File: config.mk
export PLATFORM = sky130hd
export DESIGN_NAME = pipe_stage
export DESIGN_NICKNAME = d
export VERILOG_FILES = /design/src/rtl/pipe_pkg.sv /design/src/rtl/pipe_entry.sv /design/src/rtl/pipe_stage.sv
export SDC_FILE = /design/constraint.sdc
export NUM_CORES = 1
export LEC_CHECK = 0
export ABC_AREA = 1
export BUFFER_PORTS_ARGS = -buffer_cell sky130_fd_sc_hd__buf_2
export CAP_MARGIN = 25
export CELL_PAD_IN_SITES_DETAIL_PLACEMENT = 1
export CELL_PAD_IN_SITES_GLOBAL_PLACEMENT = 1
export CORE_MARGIN = 3
export CORE_UTILIZATION = 37
export CTS_BUF_LIST = sky130_fd_sc_hd__clkbuf_8
export DETAILED_ROUTE_END_ITERATION = 6
export HOLD_SLACK_MARGIN = 0.03
export PLACE_DENSITY = 0.77
export SYNTH_ARGS = -nofsm -noshare
export SYNTH_HDL_FRONTEND = slang
export SYNTH_SLANG_ARGS = --single-unit
File: constraint.sdc
create_clock -name clk -period 2.35 [get_ports clk]
set_clock_uncertainty 0.2 [all_clocks]
set_input_delay 0.5875 -clock clk [delete_from_list [all_inputs] [get_ports clk]]
set_output_delay 0.5875 -clock clk [all_outputs]
set_load 0.05 [all_outputs]
File: src/rtl/pipe_pkg.sv
// pipe_pkg -- shared definitions for the pipe_stage pipeline register slice.
//   state_t      : occupancy state (EMPTY / FULL / SKID)
//   DEF_*        : default widths used by pipe_stage and pipe_entry
//   BUBBLE_*     : bubble behaviour selector values for BUBBLE_MODE
//   drop_count() : number of live entries a flush throws away
package pipe_pkg;

  localparam int DEF_DATA_W = 154;
  localparam int DEF_CTRL_W = 10;
  localparam int DEF_CNT_W  = 8;

  // Bubble behaviour when the stage runs empty.
  localparam int BUBBLE_ZERO = 0;  // ctrl and data forced to zero
  localparam int BUBBLE_HOLD = 1;  // ctrl forced to zero, data keeps last value

  typedef enum logic [1:0] {
    ST_EMPTY = 2'd0,
    ST_FULL  = 2'd1,
    ST_SKID  = 2'd2
  } state_t;

  // An entry leaving through the output in the same cycle as a flush
  // was delivered, so it is not counted as dropped.
  function automatic logic [1:0] drop_count(input state_t st, input logic consume);
    logic [1:0] n;
    case (st)
      ST_FULL: n = consume ? 2'd0 : 2'd1;
      ST_SKID: n = consume ? 2'd1 : 2'd2;
      default: n = 2'd0;
    endcase
    return n;
  endfunction

endpackage

File: src/rtl/pipe_entry.sv
// pipe_entry -- one ctrl+data storage slot of the pipeline stage.
// Ports:
//   clk, rst_n         : clock, asynchronous active-low reset (clears slot)
//   load               : capture d_ctrl/d_data (wins over the clears)
//   clear_ctrl         : zero the ctrl field
//   clear_data         : zero the data field
//   d_ctrl, d_data     : values to capture
//   q_ctrl, q_data     : stored values
module pipe_entry
  import pipe_pkg::*;
#(
  parameter int CTRL_W = DEF_CTRL_W,
  parameter int DATA_W = DEF_DATA_W
) (
  input  logic              clk,
  input  logic              rst_n,
  input  logic              load,
  input  logic              clear_ctrl,
  input  logic              clear_data,
  input  logic [CTRL_W-1:0] d_ctrl,
  input  logic [DATA_W-1:0] d_data,
  output logic [CTRL_W-1:0] q_ctrl,
  output logic [DATA_W-1:0] q_data
);

  // ctrl and data have independent clears so the owner can bubble the
  // control bundle while leaving the payload untouched.
  always_ff @(posedge clk or negedge rst_n) begin
    if (!rst_n) begin
      q_ctrl <= '0;
      q_data <= '0;
    end else begin
      if (load)            q_ctrl <= d_ctrl;
      else if (clear_ctrl) q_ctrl <= '0;
      if (load)            q_data <= d_data;
      else if (clear_data) q_data <= '0;
    end
  end

endmodule

File: src/rtl/pipe_stage.sv
// pipe_stage -- valid/ready pipeline register with one skid entry and flush.
// Ports:
//   clk, rst_n          : clock, asynchronous active-low reset
//   in_valid/in_ready   : upstream handshake (in_ready = skid not occupied)
//   in_ctrl, in_data    : upstream control bundle and payload
//   flush               : discard held and incoming entries
//   out_valid/out_ready : downstream handshake
//   out_ctrl, out_data  : output entry, always taken from the main slot
//   drop_cnt            : saturating count of valid entries lost to flush
module pipe_stage
  import pipe_pkg::*;
#(
  parameter int DATA_W      = DEF_DATA_W,
  parameter int CTRL_W      = DEF_CTRL_W,
  parameter int BUBBLE_MODE = BUBBLE_ZERO,
  parameter int CNT_W       = DEF_CNT_W
) (
  input  logic              clk,
  input  logic              rst_n,
  input  logic              in_valid,
  output logic              in_ready,
  input  logic [CTRL_W-1:0] in_ctrl,
  input  logic [DATA_W-1:0] in_data,
  input  logic              flush,
  output logic              out_valid,
  input  logic              out_ready,
  output logic [CTRL_W-1:0] out_ctrl,
  output logic [DATA_W-1:0] out_data,
  output logic [CNT_W-1:0]  drop_cnt
);

  state_t state, state_next;

  logic accept, consume;
  logic main_load, main_clear, main_from_skid;
  logic skid_load, skid_clear;

  logic [CTRL_W-1:0] skid_ctrl, main_d_ctrl;
  logic [DATA_W-1:0] skid_data, main_d_data;
  logic [CNT_W:0]    drop_sum;

  // Both handshake outputs decode straight from the state register.
  assign in_ready  = (state != ST_SKID);
  assign out_valid = (state != ST_EMPTY);
  assign accept    = in_valid & in_ready;
  assign consume   = out_valid & out_ready;

  always_comb begin
    state_next     = state;
    main_load      = 1'b0;
    main_clear     = 1'b0;
    main_from_skid = 1'b0;
    skid_load      = 1'b0;
    skid_clear     = 1'b0;
    if (flush) begin
      state_next = ST_EMPTY;
      main_clear = 1'b1;
      skid_clear = 1'b1;
    end else begin
      case (state)
        ST_EMPTY: begin
          if (accept) begin
            state_next = ST_FULL;
            main_load  = 1'b1;
          end
        end
        ST_FULL: begin
          if (accept && consume) begin
            main_load = 1'b1;
          end else if (accept) begin
            state_next = ST_SKID;
            skid_load  = 1'b1;
          end else if (consume) begin
            state_next = ST_EMPTY;
            main_clear = 1'b1;
          end
        end
        ST_SKID: begin
          // in_ready is low here, so only the skid entry can advance.
          if (consume) begin
            state_next     = ST_FULL;
            main_load      = 1'b1;
            main_from_skid = 1'b1;
            skid_clear     = 1'b1;
          end
        end
        default: begin
          state_next = ST_EMPTY;
          main_clear = 1'b1;
          skid_clear = 1'b1;
        end
      endcase
    end
  end

  assign main_d_ctrl = main_from_skid ? skid_ctrl : in_ctrl;
  assign main_d_data = main_from_skid ? skid_data : in_data;

  always_ff @(posedge clk or negedge rst_n) begin
    if (!rst_n) state <= ST_EMPTY;
    else        state <= state_next;
  end

  // Main slot drives the outputs; in hold-bubble mode its payload is
  // never cleared so out_data keeps the last value while empty.
  pipe_entry #(.CTRL_W(CTRL_W), .DATA_W(DATA_W)) u_main (
    .clk        (clk),
    .rst_n      (rst_n),
    .load       (main_load),
    .clear_ctrl (main_clear),
    .clear_data (main_clear && (BUBBLE_MODE == BUBBLE_ZERO)),
    .d_ctrl     (main_d_ctrl),
    .d_data     (main_d_data),
    .q_ctrl     (out_ctrl),
    .q_data     (out_data)
  );

  pipe_entry #(.CTRL_W(CTRL_W), .DATA_W(DATA_W)) u_skid (
    .clk        (clk),
    .rst_n      (rst_n),
    .load       (skid_load),
    .clear_ctrl (skid_clear),
    .clear_data (skid_clear),
    .d_ctrl     (in_ctrl),
    .d_data     (in_data),
    .q_ctrl     (skid_ctrl),
    .q_data     (skid_data)
  );

  // One spare bit catches the overflow; 2 + (2^CNT_W - 1) always fits.
  assign drop_sum = {1'b0, drop_cnt} + (CNT_W + 1)'(drop_count(state, consume));

  always_ff @(posedge clk or negedge rst_n) begin
    if (!rst_n) begin
      drop_cnt <= '0;
    end else if (flush) begin
      drop_cnt <= drop_sum[CNT_W] ? {CNT_W{1'b1}} : drop_sum[CNT_W-1:0];
    end
  end

endmodule

=== After elaboration in Yosys (flattened, before gate mapping) ===
Cells that the tools add are included.

* Bits in writable memories: 0
* Bits in latches: 0
* Memory bits (read-only): 0
* Output and inout port bits: 174
* Memories: 0
* Flip-flop bits (word level): 338

* Reduce and logical (&&, ||, !) cells: 8
* Order comparisons: 0
* Divide/modulo/power cells: 0
* Add/sub/neg operators: 1
* Equality and inequality tests: 7
* Multiply operators: 0
* Shift-type cells: 0
* Muxes and demuxes: 37
* Bitwise gates (word level): 2

{| class="wikitable"
|+ Operators with widths
! cell !! number
|-
| $mux 154 || 5
|-
| $mux 10 || 5
|-
| $mux 1 || 14
|-
| $mux 2 || 7
|-
| $add 8x2->9 || 1
|-
| $ne 3x3->1 const B || 3
|-
| $mux 8 || 1
|-
| $pmux 2 s3 || 1
|-
| $reduce_bool 2->1 || 3
|-
| $ne 4x4->1 const B || 1
|-
| $pmux 1 s2 || 2
|-
| $pmux 2 s2 || 1
|-
| $reduce_and 4->1 || 1
|-
| $reduce_or 2->1 || 2
|-
| $pmux 1 s3 || 1
|-
| $and 1x1->1 || 2
|-
| $eq 2x1->1 const B || 1
|-
| $eq 2x2->1 const B || 1
|-
| $logic_not 2->1 || 1
|-
| $ne 2x2->1 const B || 1
|-
| $logic_and 1x1->1 || 1
|}

=== Longest topological paths before layout ===
Gate-level depths: netlist of run 1.

* Depth in word-level cells: 9
* Gate-level depth with buffers: 15

=== Hierarchy ===
Synthesis of run 1 repeated with hierarchy kept, for this count alone.

* Cells, all modules: 2027
* Area total of the unflattened synthesis: 15482.3 µm²

{| class="wikitable"
|+ By module, submodules not included
! module !! cells each !! instances !! area an instance (µm²)
|-
| pipe_entry || 693 || 2 || 6172.2
|-
| pipe_stage || 641 || 1 || 3138.0
|}

=== Least setup slack after synthesis of run 1 ===
OpenSTA, ideal clock, no wires.

* Kind: reg2reg
* Start point: reg state[0]
* End point: reg drop_cnt[4]
* Slack: -342 ps
* Period minus slack after synthesis: 2692 ps
* Path buffers: 0
* Arrival time: 2409 ps
* Stages on the path, launching flop included: 14
* Path through: dfrtp_1 > inv_1 > ha_1 > inv_2 > nand2_4 > o21ai_0 > ha_1 > inv_1 > fa_1 > inv_1 > nand3_1 > nor3_2 > nand3b_1 > o21ai_0

* Word-level cells in the longest chain between the ends: 6

{| class="wikitable"
|+ Ends and longest elaborated chain
! item !! line !! text
|-
| start, declared || pipe_stage.sv:32 || <nowiki>state_t state, state_next;</nowiki>
|-
| start signal, assigned || pipe_stage.sv:101 || <nowiki>else state <= state_next;</nowiki>
|-
| $reduce_bool 2->1 * || pipe_stage.sv:44 || <nowiki>assign out_valid = (state != ST_EMPTY);</nowiki>
|-
| via out_valid || pipe_stage.sv:25 || <nowiki>output logic out_valid,</nowiki>
|-
| $and 1x1->1 * || pipe_stage.sv:46 || <nowiki>assign consume = out_valid & out_ready;</nowiki>
|-
| $mux 2 or $mux 1 (tied branches) || pipe_pkg.sv:28, pipe_pkg.sv:27 ||
|-
| $pmux 2 s2 * || pipe_pkg.sv:26 || <nowiki>case (st)</nowiki>
|-
| $add 8x2->9 * || pipe_stage.sv:131 || <nowiki>assign drop_sum = {1'b0, drop_cnt} + (CNT_W + 1)'(drop_count(state, consume));</nowiki>
|-
| $mux 8 * || pipe_stage.sv:137 || <nowiki>drop_cnt <= drop_sum[CNT_W] ? {CNT_W{1'b1}} : drop_sum[CNT_W-1:0];</nowiki>
|-
| end signal, assigned || pipe_stage.sv:137 ||
|-
| end, declared || pipe_stage.sv:29 || <nowiki>output logic [CNT_W-1:0] drop_cnt</nowiki>
|}

The timed path passes the listed nets; every way through them passes the cells marked *.
A chain may end at the register's enable or synchronous reset.

=== Worst setup path after layout of run 1 ===
* Start point: reg state[0]
* End point: out in_ready

* Word-level cells in the longest chain between the ends: 1

{| class="wikitable"
|+ Ends and longest elaborated chain
! item !! line !! text
|-
| $ne 2x2->1 || pipe_stage.sv:43 || <nowiki>assign in_ready = (state != ST_SKID);</nowiki>
|-
| end, declared || pipe_stage.sv:21 || <nowiki>output logic in_ready,</nowiki>
|}

Every way passes these cells.

==> results.cfg, run 1 <==
[yosys]
yosysTopAreaCell = dfrtp_1
synth.ff_latch_count = 338
synthTopCellsByCount = nand2_1 (850), nand3_1 (671), dfrtp_1 (338)
synth_most_common_cell = nand2_1
syn-instance-count = 2092
synth-seq-area-share_pct = 52.2
yosysUniqueCellTypes = 22
synth-edff-count = 0
synth_top_area_share_pct = 52.2
synth_area_um2 = 16200
synthFlopType = dfrtp_1
ys_top_cells_by_area = dfrtp_1 (52%), nand3_1 (21%), nand2_1 (20%)
syn-num-nets = 2269
yosysWarnings = 0
synthArstFlopShare_pct = 100
syn_area_per_cell_um2 = 7.74

[global_routing]
grt_pass1_vias = 18600
grt_start_max_net_pins = 91
grt_usage_pct = 27.8
antenna_found_initial = 9
grt_pass1_wl_um = 105000
grt-ovfl-total = 0

[cts]
numCtsBuffers = 60
cts.sinks = 338
clkLatencyLatePin_ns = 0.66
cts_max_level = 2
clkTransAtPathRegs_ns = 0.06
cts_tree = built
cts-root-buf = clkbuf_8
ctsLongestPathBuffers = 3

[run_status]
failed_checks = setup timing
outcome = finished with violations

[die]
core_area_um2 = 43200
initial_utilization_pct = 37.5
dieArea_um2 = 46300
fp.dieW_um = 215
io_pins = 343
die_h_um = 215
fp-row-count = 76

[worst_hold_path]
hp-class = input pin to flip-flop

[placed_design]
post-place-cells = 2913
place_hpwl_um = 37800
place_ws_ns = -0.310
io_buffers = 342
placed_area_um2 = 18900
gp_congestion = 0.829

[cells_and_area]
fin_util_pct = 52.6
drive_gt1_share_pct = 22.4
fin_nets = 2778
final_area_um2 = 22700
synthToLayoutAreaGrowth_pct = 40.1
final_cells = 3235
nFillCells = 5227

[pwr]
power_leakage_nw = 12.8
powerDensity_nw_per_um2 = 1050
vdd_drop_max_uv = 644

[route]
routed_wl_um = 72700
firstDrtPassIters = 5
drt_iter0_drc = 1390
antenna_left = 0
wire_per_inst_um = 22.5
drc = 0
vias = 18000
via_per_inst = 5.56

[timing]
max_slew_margin_pct = 60.7
rsz0062_at_grt = true
finalSetupTns_ns = -1.01
fin_crit_sh_pct = 106
fmax_mhz = 402
timing.final.ws_setup_ns = -0.138
maxSlewViolCount = 0
tightest_slew_ns = 0.590
fin_crit_ns = 2.49
final-setup-viol-count = 10
hold_violations = 0

[critical_path]
critical_path_required_ns = 1.56
cp_max_fo = 3
critPathSlowestCell = dfrtp_1
crit_type = flip-flop to output port
slowest_delay_ns = 0.40
end_kind = output port
crit_arrival_ns = 1.70
path_cells = inv_2 > ha_4 > clkinvlp_4 > buf_6 > buf_12
critPathLaunchType = flip-flop

[run]
maxCapViolations = 0
==> through the flow <==
stage	hold WS, ns	total power (W)
detailed placement	0.283	0.0168
finish	0.133	0.0239
global route	0.129	0.0250
floorplan	0.0919	0.0137
global placement	0.277	0.0166
CTS	0.0747	0.0227
==> what timing repair did <==
action                                  in CTS  in global routing
resized for setup                           19                 55
pin swaps                                    8                 21
endpoints found under the setup margin     169                296
hold endpoints to repair                   299                  0
buffers inserted                             3                 19
hold buffers                               165                  0
gates cloned                                 0                 25
==> layout by cell type (no fill, tap or decap), drive strengths merged <==
cell and instances:
nand4 1, dfrtp 338, inv 42, bufinv 2
clkinv 7, diode 6, buf 445, nand2 852
clkinvlp 4, ha 7, nor3 2, nor2 11
o21ai 6, xor2 1, clkbuf 85, nand3b 1
nand3 671, or2 3, fa 1, dlygate4sd3 165
==> report_power, final <==
group,internal (W),switching [W]
logic,0.00293,0.00770
registers,0.00701,0.000844
clock network,0.00284,0.00262
total,0.0128,0.0112
==> final cells by class <==
cell class / instances / area (um2) / share of cell area [%]
antenna: 6 / 15.0 / 0.0662
inverter: 18 / 83.8 / 0.369
clock buffer: 68 / 936 / 4.12
timing repair buffer: 627 / 5190 / 22.9
sequential: 338 / 8460 / 37.3
multi-input combinational: 1556 / 7060 / 31.1
clock inverter: 37 / 211 / 0.932
tap: 585 / 732 / 3.23
==> kinds of logic (layout without fill, tap and decap cells) <==
| group | after synthesis | after routing | share of synthesized area [%] |
|---|---|---|---|
| XOR/XNOR | 1 | 1 | 0.0541 |
| buffers and inverters | 199 | 750 | 5.82 |
| AO/OA/AOI/OAI | 6 | 6 | 0.185 |
| adder cells (fa/ha/maj) | 8 | 8 | 0.664 |
| flip-flops | 338 | 338 | 52.2 |
| AND/OR/NAND/NOR | 1540 | 1541 | 41.1 |
| other | 0 | 6 | 0 |
==> critical path, delay by kind of cell (launching register included) <==
kind                     cells  cell delay, ns
buffers and inverters        4            0.47
flip-flops                   1            0.40
adder cells (fa/ha/maj)      1            0.16
==> registers in the layout (all words and copies together), names as in the netlist <==
name           count
u_skid.q_ctrl     10
u_main.q_data    154
state              2
drop_cnt           8
u_skid.q_data    154
u_main.q_ctrl     10
==> per-layer routing <==
| layer | share of wire (%) | wire (um) | vias up | track usage [%] |
|---|---|---|---|---|
| li1 | - | - | 7880 | - |
| met1 | 40 | 29400 | 9125 | 35.7 |
| met2 | 49 | 35400 | 776 | 46.4 |
| met3 | 6.9 | 5020 | 190 | 4.88 |
| met4 | 3.9 | 2860 | 4 | 11.9 |
| met5 | 0.019 | 14 | - | 0 |
==> path summary, 6_finish.rpt <==
| kind | from | end | slack, ns | depth (start not counted) |
|---|---|---|---|---|
| worst max-delay path | state[0] | in_ready | -0.14 | 5 |
| worst min-delay path | flush | drop_cnt[0] | 0.13 | 3 |
| worst max register to register | state[0] | drop_cnt[4] | -0.13 | 12 |
| worst min register to register | u_main.q_data[28] | u_main.q_data[28] | 0.30 | 2 |
| max in group asynchronous | rst_n | u_main.q_data[114] | 0.92 | 4 |
| min in group asynchronous | rst_n | u_main.q_data[105] | 0.26 | 2 |
Note: power is estimated with default switching activity, not from simulation.
==> inputs of run 2 (changes only) <==
- CORE_UTILIZATION: 37 -> 40
- PLACE_DENSITY: 0.77 -> 0.79
- clock period: 2.35 -> 2.6 ns (I/O delays scaled with it)
==> run 2 against run 1 <==
Against the previous run: the flow now finishes without violations; final cell count decreased by 3.7%; cell area decreased by 4.8%; register-to-register slack improved by 0.22 ns; first-iteration DRC count decreased by 13%; clock power decreased by 4.8%; sequential cell count unchanged; combinational power decreased by 21%; sequential share of layout area increased by 1.9 points; routed wire length decreased by 13%; count of clock-buffer cells in the layout increased by 16; global-route usage increased by 0.93 points; die area decreased by 7.3%; largest power group unchanged.
==> results.cfg, run 2 (same netlist as run 1, synthesis figures left out) <==
[run_status]
outcome = finished clean

[global_routing]
grt-ovfl-total = 0
antenna_found_initial = 7
grt_pass1_vias = 18300
grt_pass1_wl_um = 102000
grt_usage_pct = 28.7
grt_start_max_net_pins = 97

[route]
drt_iter0_drc = 1213
routed_wl_um = 63500
drc = 0
via_per_inst = 5.52
antenna_left = 0
vias = 17200
firstDrtPassIters = 5
wire_per_inst_um = 20.4

[critical_path]
slowest_delay_ns = 0.39
path_cells = inv_2 > ha_4 > clkinvlp_4 > o21ai_2 > ha_2 > inv_2 > fa_2 > inv_2 > nand3_4 > nor3_4 > nand3b_1 > buf_4 > nand3_2
cp_common_cell = inv_2
critical_path_required_ns = 2.97
cp_max_fo = 3
crit_arrival_ns = 2.88
critPathSlowestCell = dfrtp_1
end_kind = flip-flop
path_buf_inv = 5
critPathLaunchType = flip-flop
crit_type = flip-flop to flip-flop
cpLargestDelayFamily = adder cells

[cts]
clkTransAtPathRegs_ns = 0.07
cts-root-buf = clkbuf_8
cts.sinks = 338
numCtsBuffers = 58
clkLatencyLatePin_ns = 0.67
cts_max_level = 2
cts_tree = built
ctsLongestPathBuffers = 3

[timing]
hold_violations = 0
hold_slack_ns = 0.115
fmax_mhz = 398
fin_crit_ns = 2.51
rsz0062_at_grt = true
max_slew_margin_pct = 62.1
tightest_slew_ns = 0.569
maxSlewViolCount = 0
fin_crit_sh_pct = 96.5
final-setup-viol-count = 0

[cells_and_area]
reg_top3 = u_main.q_data: 154 flops, u_skid.q_data: 154 flops
fin_util_pct = 54.1
final_cell_mix = nand2_1 (847), nand3_1 (664), buf_2 (340)
nFillCells = 4899
area.sequential_um2 = 8460
multi_input_area_um2 = 6940
drive_gt1_share_pct = 20.3
synthToLayoutAreaGrowth_pct = 33.4
final_common_cell = nand2_1
fin_nets = 2713

[die]
fp-row-count = 73
core_area_um2 = 39900
io_pins = 343
dieArea_um2 = 42900
fp.dieW_um = 207
initial_utilization_pct = 40.6
die_h_um = 207

[run]
maxCapViolations = 0

[pwr]
vdd_drop_max_uv = 534
power_leakage_nw = 12.4
powerDensity_nw_per_um2 = 955

[placed_design]
gp_congestion = 0.775
place_hpwl_um = 35700
io_buffers = 342

[worst_hold_path]
hp-class = input pin to flip-flop
run 2: path summary, 6_finish.rpt:
kind	start	to	slack, ns	depth (start not counted)
worst min register to register	u_main.q_data[98]	u_main.q_data[98]	0.29	2
worst min-delay path	in_data[148]	u_skid.q_data[148]	0.12	3
worst max register to register	state[0]	drop_cnt[7]	0.09	13
max in group asynchronous	rst_n	u_main.q_ctrl[8]	1.07	3
worst max-delay path	state[0]	drop_cnt[7]	0.09	13
min in group asynchronous	rst_n	u_main.q_data[100]	0.34	2
run 2: stage by stage:
stage                     setup WS [ns]  instance area (um2)  instances  total power [W]  setup TNS (ns)
final                            0.0899                21600       3116           0.0206               0
after global routing           -0.00833                21600       3115           0.0216         -0.0230
after CTS                       0.00224                21500       3106           0.0206               0
after global placement         -0.00763                18600       2830           0.0150        -0.00763
after detailed placement         -0.133                18600       2830           0.0151          -0.804
after floorplan                  0.0134                16200       2092           0.0124               0
run 2: final cells by class:
| class | count | share of cell area [%] |
|---|---|---|
| sequential | 338 | 39.1 |
| multi-input combinational | 1555 | 32.1 |
| clock buffer | 84 | 5.35 |
| timing repair buffer | 565 | 19.4 |
| antenna | 5 | 0.0579 |
| tap | 525 | 3.04 |
| inverter | 18 | 0.388 |
| clock inverter | 26 | 0.538 |
run 2: worst min-delay path, delay by kind of cell:
family        cells  cell delay, ns
buf+inv           1            0.12
simple gates      2            0.15
run 2: power breakdown:
| group | switching, W | internal (W) | leakage [nW] |
|---|---|---|---|
| Sequential | 0.000733 | 0.00633 | 4.59 |
| Combinational | 0.00631 | 0.00206 | 7.03 |
| Clock | 0.00235 | 0.00285 | 0.730 |
run 2: what timing repair did:
action	4_1_cts	5_1_grt
endpoints found under the hold margin	208	0
hold buffers	164	0
pin swaps	2	5
resized for setup	3	11
endpoints found under the setup margin	8	125
setup buffers	2	5
run 2: layer usage:
layer / wire length (um) / global-route usage [%]
met1: 26400 / 37.5
met2: 30900 / 47.7
met3: 3850 / 5.20
met4: 2360 / 11.2
met5: 46 / 0
